--- config.mk ---
export PLATFORM = sky130hd
export DESIGN_NAME = bip_program_loader
export DESIGN_NICKNAME = d
export VERILOG_FILES = /design/src/rtl/bip_pkg.sv /design/src/rtl/bip_loader_timer.sv /design/src/rtl/bip_program_loader.sv
export SDC_FILE = /design/constraint.sdc
export NUM_CORES = 1
export LEC_CHECK = 0
export CAP_MARGIN = 30
export CORE_AREA = 2 2 75 77
export CTS_CLUSTER_SIZE = 30
export DETAILED_ROUTE_END_ITERATION = 7
export DIE_AREA = 0 0 77 79
export DONT_BUFFER_PORTS = 1
export MAX_ROUTING_LAYER = met4
export PLACE_DENSITY = 0.73
export RECOVER_POWER = 25
export SETUP_SLACK_MARGIN = 0.1
export SYNTH_ARGS = -nofsm -noshare
export SYNTH_HDL_FRONTEND = slang
export SYNTH_SLANG_ARGS = --single-unit
--- constraint.sdc ---
create_clock -name i_clk -period 1.6 [get_ports i_clk]
set_input_delay 0.32 -clock i_clk [delete_from_list [all_inputs] [get_ports i_clk]]
set_output_delay 0.32 -clock i_clk [all_outputs]
set_load 0.01 [all_outputs]
--- src/rtl/bip_pkg.sv ---
// Shared BIP1 definitions: ISA opcodes, instruction field widths and loader states.
package bip_pkg;

    localparam int unsigned LEN_OPCODE  = 5;
    localparam int unsigned LEN_OPERAND = 11;

    localparam logic [LEN_OPCODE-1:0] OP_HLT  = 5'd0;
    localparam logic [LEN_OPCODE-1:0] OP_STO  = 5'd1;
    localparam logic [LEN_OPCODE-1:0] OP_LD   = 5'd2;
    localparam logic [LEN_OPCODE-1:0] OP_LDI  = 5'd3;
    localparam logic [LEN_OPCODE-1:0] OP_ADD  = 5'd4;
    localparam logic [LEN_OPCODE-1:0] OP_ADDI = 5'd5;
    localparam logic [LEN_OPCODE-1:0] OP_SUB  = 5'd6;
    localparam logic [LEN_OPCODE-1:0] OP_SUBI = 5'd7;

    typedef enum logic [2:0] {
        ST_IDLE    = 3'd0,
        ST_WAIT_LO = 3'd1,
        ST_WRITE   = 3'd2,
        ST_DONE    = 3'd3,
        ST_ERROR   = 3'd4
    } loader_state_e;

    // The BIP1 ISA occupies opcodes 0..7; anything above is not an instruction.
    function automatic logic is_valid_opcode(input logic [LEN_OPCODE-1:0] op);
        return op <= OP_SUBI;
    endfunction

endpackage

--- src/rtl/bip_loader_timer.sv ---
// Loadable/clearable up-counter whose terminal flag marks the inter-byte timeout.
module bip_loader_timer #(
    parameter int unsigned terminal = 50000
) (
    input  logic                                 i_clk,
    input  logic                                 i_reset,
    input  logic                                 i_clear,
    input  logic                                 i_load,
    input  logic [$clog2(terminal+1)-1:0]        i_load_val,
    input  logic                                 i_en,
    output logic                                 o_tc_c
);

    localparam int unsigned CW = $clog2(terminal + 1);

    logic [CW-1:0] r_count;

    always_ff @(posedge i_clk) begin
        if (!i_reset || i_clear) begin
            r_count <= '0;
        end else if (i_load) begin
            r_count <= i_load_val;
        end else if (i_en) begin
            r_count <= r_count + CW'(1);
        end
    end

    assign o_tc_c = (r_count == CW'(terminal - 1));

endmodule

--- src/rtl/bip_program_loader.sv ---
// Packs received byte pairs into BIP1 instruction words and writes them to program memory.
module bip_program_loader
    import bip_pkg::*;
#(
    parameter int unsigned len_opcode     = LEN_OPCODE,
    parameter int unsigned len_operand    = LEN_OPERAND,
    parameter int unsigned len_addr       = 11,
    parameter int unsigned len_byte       = 8,
    parameter int unsigned timeout_cycles = 50000
) (
    input  logic                            i_clk,
    input  logic                            i_reset,
    input  logic [len_byte-1:0]             i_rx_data,
    input  logic                            i_rx_done,
    output logic                            o_wr_en,
    output logic [len_addr-1:0]             o_wr_addr,
    output logic [len_opcode+len_operand-1:0] o_wr_data,
    output logic                            o_loading,
    output logic                            o_prog_done,
    output logic                            o_load_err
);

    localparam int unsigned WORD_W = len_opcode + len_operand;
    localparam int unsigned TCW    = $clog2(timeout_cycles + 1);

    loader_state_e       r_state;
    logic [WORD_W-1:0]   r_word;
    logic [WORD_W-1:0]   r_wr_data;
    logic [len_addr-1:0] r_addr;
    logic                r_wr_en;
    logic                r_loading;
    logic                r_prog_done;
    logic                r_load_err;

    logic w_clear;
    logic w_en;
    logic w_tc;

    assign w_clear = (r_state == ST_IDLE) && i_rx_done;
    assign w_en    = (r_state == ST_WAIT_LO);

    bip_loader_timer #(
        .terminal (timeout_cycles)
    ) u_timer (
        .i_clk      (i_clk),
        .i_reset    (i_reset),
        .i_clear    (w_clear),
        .i_load     (1'b0),
        .i_load_val ({TCW{1'b0}}),
        .i_en       (w_en),
        .o_tc_c     (w_tc)
    );

    // WRITE spans two cycles: the first raises wr_en, the second retires the word.
    always_ff @(posedge i_clk) begin
        if (!i_reset) begin
            r_state     <= ST_IDLE;
            r_word      <= '0;
            r_wr_data   <= '0;
            r_addr      <= '0;
            r_wr_en     <= 1'b0;
            r_loading   <= 1'b1;
            r_prog_done <= 1'b0;
            r_load_err  <= 1'b0;
        end else begin
            case (r_state)
                ST_IDLE: begin
                    if (i_rx_done) begin
                        r_word[WORD_W-1 -: len_byte] <= i_rx_data;
                        r_state                      <= ST_WAIT_LO;
                    end
                end
                ST_WAIT_LO: begin
                    if (i_rx_done) begin
                        r_word[len_byte-1:0] <= i_rx_data;
                        if (is_valid_opcode(LEN_OPCODE'(r_word[WORD_W-1 -: len_opcode]))) begin
                            r_state <= ST_WRITE;
                        end else begin
                            r_load_err <= 1'b1;
                            r_loading  <= 1'b0;
                            r_state    <= ST_ERROR;
                        end
                    end else if (w_tc) begin
                        r_state <= ST_IDLE;
                    end
                end
                ST_WRITE: begin
                    if (!r_wr_en) begin
                        r_wr_en   <= 1'b1;
                        r_wr_data <= r_word;
                    end else begin
                        r_wr_en <= 1'b0;
                        r_addr  <= r_addr + len_addr'(1);
                        if (LEN_OPCODE'(r_wr_data[WORD_W-1 -: len_opcode]) == OP_HLT) begin
                            r_prog_done <= 1'b1;
                            r_loading   <= 1'b0;
                            r_state     <= ST_DONE;
                        end else if (r_addr == {len_addr{1'b1}}) begin
                            r_load_err <= 1'b1;
                            r_loading  <= 1'b0;
                            r_state    <= ST_ERROR;
                        end else begin
                            r_state <= ST_IDLE;
                        end
                    end
                end
                default: begin
                    r_state <= r_state;
                end
            endcase
        end
    end

    assign o_wr_en     = r_wr_en;
    assign o_wr_addr   = r_addr;
    assign o_wr_data   = r_wr_data;
    assign o_loading   = r_loading;
    assign o_prog_done = r_prog_done;
    assign o_load_err  = r_load_err;

endmodule

; Word level (Yosys, flattened, before mapping)
; Index checks and enable logic that the tools add are counted.
; W data, S select, Z words.
[op_classes]
multipliers = 0
magnitude_cmp = 1
bitwise_logic = 1
n_shift = 0
n_div = 0
addsub = 2
muxes = 21
n_reduce_logical = 15
eq_ne = 12
[op_table]
columns = cell, count
row1 = $mux W3, 7
row2 = $add A16 B1 Y16 const B, 1
row3 = $eq A16 B16 Y1 const B, 1
row4 = $ne A2 B2 Y1 const B, 6
row5 = $add A11 B1 Y11 const B, 1
row6 = $eq A11 B11 Y1 const B, 1
row7 = $mux W1, 11
row8 = $pmux W3 S3, 1
row9 = $reduce_and A2 Y1, 4
row10 = $ne A3 B3 Y1 const B, 2
row11 = $reduce_and A6 Y1, 1
row12 = $le A5 B3 Y1 const B, 1
row13 = $logic_not A5 Y1, 1
row14 = $reduce_and A5 Y1, 1
row15 = $pmux W1 S2, 2
row16 = $reduce_and A4 Y1, 1
row17 = $eq A3 B1 Y1 const B, 1
row18 = $eq A3 B2 Y1 const B, 1
row19 = $logic_not A3 Y1, 1
row20 = $reduce_and A3 Y1, 1
row21 = $reduce_bool A3 Y1, 1
row22 = $reduce_bool A2 Y1, 1
row23 = $logic_and A1 B1 Y1, 1
row24 = $logic_not A1 Y1, 1
row25 = 2 further kinds, 2
[totals]
latch_bits = 0
register_bits = 66
mem_bits_rw = 0
memories = 0
mem_bits_ro = 0
word_cells = 62

; Depth between registers and ports, before layout
; Gate-level depths: netlist (run 1).
[depth]
depth_word = 5
ltp_mapped = 7
depth_no_buf = 5

; Modules after synthesis
; From an unflattened synthesis (run 1), not the netlist that was laid out.
[hier_totals]
hier_cells = 351
hier_area_um2 = 3041.7
[modules_own_cells]
columns = mod, area_per_inst_um2, cells_per_inst, instances
row1 = bip_program_loader, 2135.8, 244, 1
row2 = bip_loader_timer, 905.9, 107, 1

; Least setup slack after synthesis (run 1)
; Ideal clock, no wire load.
[synth_path]
path_type = flip-flop to flip-flop
start = register r_wr_data[11] (netlist: o_wr_data[11])
end = register r_load_err (netlist: o_load_err)
n_path_buf = 0
setup_slack_ns = -0.053
setup_time_ns = 0.116
stages_incl_launch_ff = 5
synth_period_minus_slack_ns = 1.653
t_arrival_ns = 1.537
required_ns = 1.484
path_cell_list = dfxtp_1 > or4_1 > or2_2 > a211o_1 > o211a_1
[synth_between]
elab_chain_len = 3
[synth_rtl]
columns = element, line_no
row1 = start: declaration, bip_program_loader.sv:28  ; logic [WORD_W-1:0] r_wr_data;
row2 = start signal: assignment, bip_program_loader.sv:90  ; r_wr_data <= r_word;
row3 = $logic_not A5 Y1, bip_program_loader.sv:94  ; if (LEN_OPCODE'(r_wr_data[WORD_W-1 -: len_opcode]) == OP_HLT) begin
row4 = $ne A2 B2 Y1 (no source line), n/a
row5 = $reduce_and A6 Y1 (no source line), n/a
row6 = end signal: assignment, bip_program_loader.sv:64  ; r_load_err <= 1'b0;
row7 = end signal: assignment, bip_program_loader.sv:79  ; r_load_err <= 1'b1;
row8 = end signal: assignment, bip_program_loader.sv:99  ; r_load_err <= 1'b1;
row9 = end: declaration, bip_program_loader.sv:33  ; logic r_load_err;
; No other way between the ends.
; A chain may end at the register's enable or synchronous reset.

; Worst setup path in the final report (run 1)
[layout_path]
start = register r_wr_data[11] (netlist: o_wr_data[11])
end = register r_state[2]
[layout_between]
elab_chain_len = 4
[layout_rtl]
columns = element, line_no
row1 = $logic_not A5 Y1, bip_program_loader.sv:94
row2 = $mux W3, bip_program_loader.sv:94
row3 = $mux W3, bip_program_loader.sv:88  ; if (!r_wr_en) begin
row4 = $pmux W3 S3, bip_program_loader.sv:66  ; case (r_state)
row5 = end signal: assignment, bip_program_loader.sv:108  ; r_state <= r_state;
row6 = end: declaration, bip_program_loader.sv:26  ; loader_state_e r_state;
; No other way between the ends. The select of a mux whose other input is x is not followed.

==> results of run 1 <==
==> Yosys cell counts, types with 2 or more instances <==
master,instances,area share [%]
or2_2,2,0.43
nand2_1,82,11
o31ai_1,3,0.78
a21oi_1,7,1.2
o41ai_1,2,0.60
o21ai_0,6,1.0
xor2_1,10,3.0
nand2b_1,6,1.3
xnor2_1,5,1.5
mux2i_1,2,0.69
nor3_1,2,0.35
dfxtp_1,66,46
a21boi_1,3,0.78
and2_1,9,1.9
o311ai_0,2,0.60
or4b_1,2,0.69
nand4_1,9,1.9
buf_4,4,1.0
nand4bb_1,2,0.78
nor4_1,3,0.65
ha_1,2,0.86
and3_1,3,0.65
or4_1,3,0.78
nor2_1,10,1.3
o211ai_1,2,0.52
clkbuf_1,12,1.6
a21boi_0,32,8.3
nand3_1,8,1.4
o211a_1,2,0.69
or3_1,5,1.1
==> worst reg2reg max path: cells and delay by family (launching register included) <==
family / cells / cell delay, ps
AND/OR/NAND/NOR: 2 / 790
buffers and inverters: 1 / 150
AO/OA/AOI/OAI: 2 / 250
flip-flops: 1 / 320
==> repair_timing <==
item,4_1_cts,5_1_grt
gates cloned,0,0
setup endpoints to repair,20,20
buffers inserted,0,4
pin swaps,4,10
gates resized for setup,14,23
==> state kept, by name, summed over array words and instances (netlist names) <==
| register | flops |
|---|---|
| o_prog_done | 1 |
| r_state | 3 |
| u_timer.r_count | 16 |
| o_wr_en | 1 |
| r_word | 16 |
| o_wr_data | 16 |
| o_loading | 1 |
| o_load_err | 1 |
| o_wr_addr | 11 |
==> per-layer routing <==
layer,GRT usage (%),wire [um]
met1,27.29,2832
met2,32.98,2931
met3,6.250,371
met4,8.571,61
met5,-,0
==> stage by stage <==
step,util [%],TNS [ps],std cells,hold slack (ps)
finish,65.64,0,434,72.73
global route,65.64,-107.2,434,57.42
CTS,63.85,0,430,65.73
detailed placement,59.47,0,415,412.7
global placement,59.47,0,415,410.6
floorplan,-,0,328,431.0
==> power by group through the flow <==
| stage | clock, W | sequential [W] | combinational [W] |
|---|---|---|---|
| after CTS | 0.00140 | 0.00175 | 0.000315 |
| after detailed placement | 0 | 0.00178 | 0.000301 |
| after floorplan | 0 | 0.00176 | 0.000244 |
| after global placement | 0 | 0.00178 | 0.000296 |
| final | 0.00137 | 0.00175 | 0.000329 |
| after global routing | 0.00146 | 0.00176 | 0.000364 |
==> kinds of logic after synthesis <==
kind of cell / count (synthesis) / share of synthesized area (%)
adders and majority gates: 2 / 0.8634
DFF: 66 / 45.60
buffers and inverters: 19 / 3.281
AOI/OAI and AO/OA: 67 / 16.75
xor gates and xnor gates: 15 / 4.533
and+or+nand+nor: 157 / 28.28
muxes: 2 / 0.6909
==> cell type report <==
class	count	share of cell area, %
Tap cell	72	2.571
Clock buffer	10	3.929
Sequential cell	66	38.32
Timing Repair Buffer	37	8.464
Multi-Input combinational cell	243	45.04
Clock inverter	5	1.571
Inverter	1	0.1071
==> worst paths after layout <==
path / from / slack [ps] / to / cells past startpoint
worst max-delay path: o_wr_data[11] / 4 / r_state[2] / 5
worst min-delay path: i_reset / 70 / o_loading / 1
worst max register to register: o_wr_data[11] / 4 / r_state[2] / 5
worst min register to register: r_word[12] / 450 / o_wr_data[12] / 2
==> metrics.md, run 1 <==
| Metric | Value |
|---|---|
| Crit Path Max Fanout | 3 |
| Clk slew on worst S/H paths | 70 ps |
| Root buf cell | clkbuf_8 |
| Crit-path slowest cell | or4_4 |
| Area delta synth->final | 20.90% |
| Initial antenna violation count | 0 |
| Clock skew | 10.16 ps |
| Final setup viols | 0 |
| RSZ-0062 raised after global routing | true |
| Diodes inserted | 0 |
| Slew @ Worst Pin | 314.2 ps |
| Clk Latency, worst-skew pair | 340 ps |
| CP delay by family, top | simple AND/OR/NAND/NOR gates |
| Initial Util | 54.29% |
| CTS Buffer Depth | 2 |
| Peak supply drop | 0.5786 mV |
| Area of the multi-input gates | 1578 um2 |
| Die area | 6083 um2 |
| Switch Pwr | 0.0008325 W |
| Wirelength per Cell | 14.28 um |
| CP peak stage delay | 530 ps |
| Register area | 1343 um2 |
| Top Ports | 42 |
| Fillers | 467 |
| Post-Synthesis Net Count | 341 |
| Commonest non-fill, non-tap cells in the layout | nand2_1 (80), dfxtp_1 (57), a21boi_0 (32) |
| CP required | 1830 ps |
| Final antenna-violating net count | 0 |
| Vias in the first global route | 2,233 |
| Drt total wl | 6.197 mm |
| Row count | 27 |
| Placed Area | 3174 um2 |
| Top FF cell, synth | dfxtp_1 |
| Grt total ovfl | 0 |
| Sequential share of power | 50.8% |
| Max_cap viols | 0 |
| Port Buffers | 0 |
| First-pass GRT wire length | 10.20 mm |
| Clk sink count | 66 |
| DRT iter0 DRCs | 131 |
| Max Slew Vio Count | 0 |
| TritonCTS clock tree | yes |
| Pleak | 1.288 nW |
| Flops & latches, synth | 66 |
| CORE AREA | 5338 um2 |
| Setup ws final | 3.668 ps |
| Post-Place Worst Slack | 4.822 ps |
| Design Area, Final | 3503 um2 |
| Most common cell after layout, fill and taps aside | nand2_1 |
| EDFF count, synth | 0 |
| Die width | 77 um |
| DRC | 0 |
| Power Density | 982.6 nW/um2 |
| FFs w/ async S/R, synth | 0% |
| Vias | 2,381 |
| Type of the worst min-delay path | primary input to flip-flop |
| Hold Buf Count CTS | 0 |
| CP Cell Sequence | or4_4 > or2_4 > buf_4 > a21o_1 > o211a_1 |
| Comb power frac | 9.6% |
| Sw frac | 24.19% |
| Post-Syn Instances | 328 |
| Period minus WS final | 1596 ps |
| Layout cells sized above 1 | 24.03% |
| GP Congestion | 0.8435 |
| HPWL after DPL | 4.153 mm |
| Syn Std Cell Area | 2898 um2 |
| Gr usage total | 21.62% |
| Total power | 0.003442 W |
| CTS H-tree depth | 3 |
| Rel. slew slack | 78.88% |
| CP Launch Type | flip-flop |
| Final Hold Viols | 0 |
| Critical path class | flip-flop to flip-flop |
| Syn Area/Cell | 8.835 um2 |
| Outcome | complete, no violations |
| Clock network fraction of total power | 39.7% |
| CP Buf/Inv Count | 1 |
| P_int | 0.002610 W |
| First-pass iteration count of the detailed router | 4 |
| Yosys warnings | 0 |
| Highest clock rate | 626.4 MHz |
| Setup crit end kind | flip-flop |
| WP data arrival | 1820 ps |
| Final period util | 99.77% |
| Die height | 79 um |
| Library cells used by synthesis | 52 |
| Vias/cell | 5.486 |
| Seq/Total Area, Yosys | 45.60% |
| NumNets Final | 371 |
| Largest net degree at the start of global routing | 56 |
| Total CTS buffers | 9 |
Note: power is estimated with default switching activity, not from simulation.
==> run 2: changes to the inputs <==
--- a/config.mk
+++ b/config.mk
@@ -5,12 +5,12 @@
 export SDC_FILE = /design/constraint.sdc
 export NUM_CORES = 1
 export LEC_CHECK = 0
-export CAP_MARGIN = 30
 export CORE_AREA = 2 2 75 77
 export CTS_CLUSTER_SIZE = 30
 export DETAILED_ROUTE_END_ITERATION = 7
 export DIE_AREA = 0 0 77 79
 export DONT_BUFFER_PORTS = 1
+export GPL_TIMING_DRIVEN = 0
 export MAX_ROUTING_LAYER = met4
 export PLACE_DENSITY = 0.73
 export RECOVER_POWER = 25
==> run 2 against run 1 <==
Net effect: the flow now finishes with violations (negative setup slack); first-iteration DRC count is 100% higher; maximum frequency is 6.1% lower; count of clock-buffer cells in the layout is 1 lower; cell count is 3.2% higher; non-clock buffer count is 13 higher; setup slack worse by 100 ps.
==> metrics.md, run 2 (same netlist as run 1, synthesis figures left out) <==
| Metric | Value |
|---|---|
| Hold path endpoint | r_word[0] |
| Vias/cell | 5.866 |
| First-pass GRT wire length | 11.75 mm |
| Die height | 79 um |
| CTS Buffer Depth | 2 |
| Final period util | 106.2% |
| Top Ports | 42 |
| Max_cap viols | 0 |
| Gr usage total | 25.26% |
| R2R Path End | u_timer.r_count[9] |
| Clock network fraction of total power | 44.3% |
| Critical path class | flip-flop to flip-flop |
| Sw frac | 23.83% |
| Most common cell after layout, fill and taps aside | nand2_1 |
| Rel. slew slack | 58.91% |
| P_int | 0.003199 W |
| Vias | 2,628 |
| DRC | 0 |
| Final antenna-violating net count | 0 |
| Flop2flop setup slack | -100 ps |
| Final setup viols | 4 |
| Violated checks | negative setup slack |
| Wirelength per Cell | 18.10 um |
| Pleak | 1.499 nW |
| Clk Latency, worst-skew pair | 350 ps |
| Slew @ Worst Pin | 616.4 ps |
| Initial antenna violation count | 0 |
| Switch Pwr | 0.001001 W |
| Peak supply drop | 0.6827 mV |
| Highest clock rate | 588.4 MHz |
| Power Density | 1063 nW/um2 |
| WP data arrival | 1970 ps |
| Total CTS buffers | 9 |
| Largest net degree at the start of global routing | 13 |
| Outcome | complete, but fails checks |
| DRT iter0 DRCs | 268 |
| Area delta synth->final | 36.31% |
| Min-delay src | i_rx_data[0] |
| Design Area, Final | 3950 um2 |
| First-pass iteration count of the detailed router | 5 |
| Grt total ovfl | 0 |
| Hold Buf Count CTS | 0 |
| CORE AREA | 5338 um2 |
| Setup crit end kind | flip-flop |
| Sequential share of power | 41.6% |
| Hold path depth | 2 |
| Clk slew on worst S/H paths | 70 ps |
| TritonCTS clock tree | yes |
| Final Hold Viols | 0 |
| Commonest non-fill, non-tap cells in the layout | nand2_1 (58), dfxtp_1 (51), buf_4 (18) |
| R2r startpoint | r_state[0] |
| Clock skew | 7.700 ps |
| Vias in the first global route | 2,516 |
| Type of the worst min-delay path | primary input to flip-flop |
| CTS H-tree depth | 3 |
| CP required | 1870 ps |
| Crit Path Max Fanout | 5 |
| Diodes inserted | 0 |
| Root buf cell | clkbuf_8 |
| RSZ-0062 raised after global routing | true |
| GP Congestion | 0.8295 |
| Layout cells sized above 1 | 36.17% |
| Die width | 77 um |
| Setup ws final | -99.42 ps |
| Port Buffers | 0 |
| Period minus WS final | 1699 ps |
| Worst R2R Path Depth | 7 |
| CP Launch Type | flip-flop |
| Max Slew Vio Count | 0 |
| Die area | 6083 um2 |
| NumNets Final | 384 |
| Comb power frac | 14.1% |
| Drt total wl | 8.110 mm |
| Initial Util | 54.29% |
| Row count | 27 |
| WHS | 114.6 ps |
| HPWL after DPL | 4.304 mm |
| Placed Area | 2997 um2 |
| Clk sink count | 66 |
-- run 2: cell count changes in the layout (fill, tap and decap cells not counted), moves of 5 or more --
| cell | before | now |
|---|---|---|
| a21boi_0 | 32 | 15 |
| a21boi_1 | 2 | 12 |
| a21boi_2 | 1 | 8 |
| buf_4 | 31 | 18 |
| buf_6 | 1 | 17 |
| clkbuf_1 | 2 | 7 |
| dfxtp_1 | 57 | 51 |
| dfxtp_2 | 5 | 14 |
| nand2_1 | 80 | 58 |
| nand2_2 | 2 | 16 |
| nand2_4 | 0 | 8 |
-- run 2: repair_timing --
item                                   in CTS  in global routing
buffers inserted                           17                 11
resized for setup                          48                 87
cloned                                      1                  3
pin swaps                                  16                 38
setup endpoints to repair                  43                 56
endpoints found under the hold margin       0                  0
-- run 2: worst max-delay path by stage --
stage / start / endpoint / slack [ps] / cells past startpoint
6_report: r_state[0] / u_timer.r_count[9] / -100 / 7
2_1_floorplan: o_wr_data[11] / o_load_err / 10 / 4
5_1_grt: r_state[0] / u_timer.r_count[9] / -160 / 7
4_1_cts: o_wr_data[11] / o_load_err / -50 / 4
3_5_place_dp: r_state[1] / o_wr_data[5] / -230 / 7
3_3_place_gp: r_state[1] / o_wr_data[1] / -230 / 7
-- run 2: final cells by class --
| type | count | area [um2] |
|---|---|---|
| Tap cell | 72 | 90.09 |
| Fill cell | 379 | 1388 |
| Inverter | 1 | 3.754 |
| Buffer | 18 | 158.9 |
| Timing Repair Buffer | 32 | 319.1 |
| Clock buffer | 9 | 123.9 |
| Multi-Input combinational cell | 243 | 1770 |
| Sequential cell | 66 | 1343 |
| Clock inverter | 7 | 141.4 |
-- run 2: worst max-delay path: stages, from the launching register on --
cell	delay (ps)
dfxtp_2	360
buf_6	130
nor3b_4	240
buf_4	170
buf_6	120
nand3_2	80
or3_1	340
a21oi_1	180
-- run 2: per-stage QoR --
step | std cells | utilization (%) | total power, W | setup WS (ps) | TNS (ps)
2_1_floorplan | 328 | - | 0.002007 | 12.15 | 0
3_3_place_gp | 400 | 56.14 | 0.002073 | -234.3 | -3314
3_5_place_dp | 400 | 56.14 | 0.002079 | -230.9 | -3600
4_1_cts | 434 | 66.85 | 0.004029 | -47.35 | -47.35
5_1_grt | 448 | 74.00 | 0.004313 | -159.0 | -726.4
6_report | 448 | 74.00 | 0.004200 | -99.42 | -232.3
-- run 2: per-layer routing --
layer	vias to the layer above	wire length, um	global-route usage [%]
met4	0	188	11.79
met1	1269	3212	28.43
met3	21	571	6.364
li1	1237	-	-
met2	101	4137	42.63
met5	-	0	-
-- run 2: power by group through the flow --
stage	clock network, W	logic (W)	registers, W
finish	0.00186	0.000590	0.00175
global route	0.00193	0.000631	0.00175
CTS	0.00186	0.000428	0.00174
detailed placement	0	0.000306	0.00177
global placement	0	0.000302	0.00177
floorplan	0	0.000244	0.00176
==> run 3: changes to the inputs <==
--- a/config.mk
+++ b/config.mk
@@ -5,14 +5,14 @@
 export SDC_FILE = /design/constraint.sdc
 export NUM_CORES = 1
 export LEC_CHECK = 0
-export CORE_AREA = 2 2 75 77
+export CORE_AREA = 2 2 72 74
 export CTS_CLUSTER_SIZE = 30
 export DETAILED_ROUTE_END_ITERATION = 7
-export DIE_AREA = 0 0 77 79
+export DIE_AREA = 0 0 74 76
 export DONT_BUFFER_PORTS = 1
 export GPL_TIMING_DRIVEN = 0
 export MAX_ROUTING_LAYER = met4
-export PLACE_DENSITY = 0.73
+export PLACE_DENSITY = 0.76
 export RECOVER_POWER = 25
 export SETUP_SLACK_MARGIN = 0.1
 export SYNTH_ARGS = -nofsm -noshare
==> constraint.sdc (replaced) <==
create_clock -name i_clk -period 1.8 [get_ports i_clk]
set_input_delay 0.36 -clock i_clk [delete_from_list [all_inputs] [get_ports i_clk]]
set_output_delay 0.36 -clock i_clk [all_outputs]
set_load 0.01 [all_outputs]
==> run 3 against run 2 <==
Net effect: the flow now finishes without violations; total power down 27%; via count fell by 9.1%; global-route usage is 2.1 points lower; routed wire length is 26% lower; clock skew is essentially flat; worst hold slack improved by 50 ps; utilization is 7.0 points lower; sequential power is 12% lower; combinational power is 47% lower; largest power group is now registers.
==> metrics.md, run 3 (same netlist as run 1, synthesis figures left out) <==
| Metric | Value |
|---|---|
| Outcome | complete, no violations |
| Final Hold Viols | 0 |
| Non-Filler Instances | 422 |
| Peak supply drop | 0.5467 mV |
| WP data arrival | 1910 ps |
| CP required | 2020 ps |
| Total power | 0.003046 W |
| Design Area, Final | 3289 um2 |
| Die area | 5624 um2 |
| Final antenna-violating net count | 0 |
| Clk slew on worst S/H paths | 70 ps |
| Total CTS buffers | 9 |
| Initial Util | 58.99% |
| Vias | 2,389 |
| Drt total wl | 6.025 mm |
| Power Density | 926.0 nW/um2 |
| Most common cell after layout, fill and taps aside | nand2_1 |
| Wirelength per Cell | 14.28 um |
| Period minus WS final | 1689 ps |
| Initial antenna violation count | 0 |
| Final Util | 66.96% |
| Dpl cells | 398 |
| Highest clock rate | 592.2 MHz |
| Port Buffers | 0 |
| Clock skew | 8.168 ps |
| Layout cells sized above 1 | 13.07% |
| Gr usage total | 23.18% |
| Row count | 26 |
| NumNets Final | 361 |
| Root buf cell | clkbuf_8 |
| Final period util | 93.81% |
| First-pass iteration count of the detailed router | 4 |
| Clk Latency, worst-skew pair | 340 ps |
| Die width | 74 um |
| Slew @ Worst Pin | 680.2 ps |
| HPWL after DPL | 4.216 mm |
| Hold Buf Count CTS | 0 |
| Rel. slew slack | 54.53% |
| CTS Buffer Depth | 2 |
| Critical path class | flip-flop to flip-flop |
| RSZ-0062 raised after global routing | true |
| Max_cap viols | 0 |
| Commonest non-fill, non-tap cells in the layout | nand2_1 (81), dfxtp_1 (62), a21boi_0 (32) |
| Top Ports | 42 |
| DRC | 0 |
| GP Congestion | 0.8365 |
| Die height | 76 um |
| First-pass GRT wire length | 9.894 mm |
| DRT iter0 DRCs | 164 |
| Area delta synth->final | 13.51% |
| CTS H-tree depth | 3 |
| Final setup viols | 0 |
| Setup crit end kind | flip-flop |
| Grt total ovfl | 0 |
| Vias/cell | 5.661 |
| Crit Path Max Fanout | 5 |
| Clk sink count | 66 |
| Vias in the first global route | 2,184 |
| CP Launch Type | flip-flop |
| CORE AREA | 4912 um2 |
| Type of the worst min-delay path | primary input to flip-flop |
| Setup ws final | 111.4 ps |
| Largest net degree at the start of global routing | 11 |
| Placed Area | 2985 um2 |
| Post-Place Worst Slack | -29.29 ps |
| Pleak | 1.185 nW |
| Max Slew Vio Count | 0 |
| Diodes inserted | 0 |
| TritonCTS clock tree | yes |
## run 3: stage by stage
stage	setup TNS, ps	hold slack (ps)
floorplan	0	431.0
global placement	-6.271	448.5
detailed placement	-129.5	455.5
CTS	0	158.8
global route	0	171.1
finish	0	164.7
## run 3: area by class of cell
| type | count | area, um2 |
|---|---|---|
| timing repair buffer | 9 | 67.56 |
| clock buffer | 12 | 145.1 |
| tap | 70 | 87.58 |
| sequential | 66 | 1326 |
| buffer | 18 | 108.9 |
| multi-input combinational | 243 | 1510 |
| inverter | 1 | 3.754 |
| fill | 406 | 1623 |
| clock inverter | 3 | 40.04 |
## run 3: final timing paths
| check | startpoint | endpoint | slack (ps) | cells after the start |
|---|---|---|---|---|
| max | o_wr_data[11] | o_load_err | 110 | 4 |
| min | i_rx_data[0] | r_word[8] | 160 | 2 |
| max reg2reg | o_wr_data[11] | o_load_err | 110 | 4 |
| min reg2reg | r_word[12] | o_wr_data[12] | 460 | 2 |
## run 3: report_power, final
group / internal [W] / switching [W] / total [W]
logic: 0.000141 / 0.000172 / 0.000314
registers: 0.00151 / 0.0000364 / 0.00154
clock network: 0.000666 / 0.000521 / 0.00119
total: 0.00232 / 0.000730 / 0.00305
## run 3: what timing repair did
item                                    CTS  global route
endpoints found under the setup margin   27            27
pin swaps                                 2             9
buffers inserted                          2             7
gates resized for setup                  10            14
## run 3: critical path, cell delays in order (launching register included)
cell     delay [ps]
dfxtp_1         360
or4_4           560
or2_4           270
a211o_1         260
o211a_1         130
## run 3: layer usage
metal / vias up / part of all wire [%] / GRT usage, %
met3: 10 / 5.1 / 5.952
met4: 0 / 1.9 / 10.18
met2: 47 / 47 / 34.55
li1: 1188 / - / -
met1: 1144 / 46 / 29.51
met5: - / 0 / -
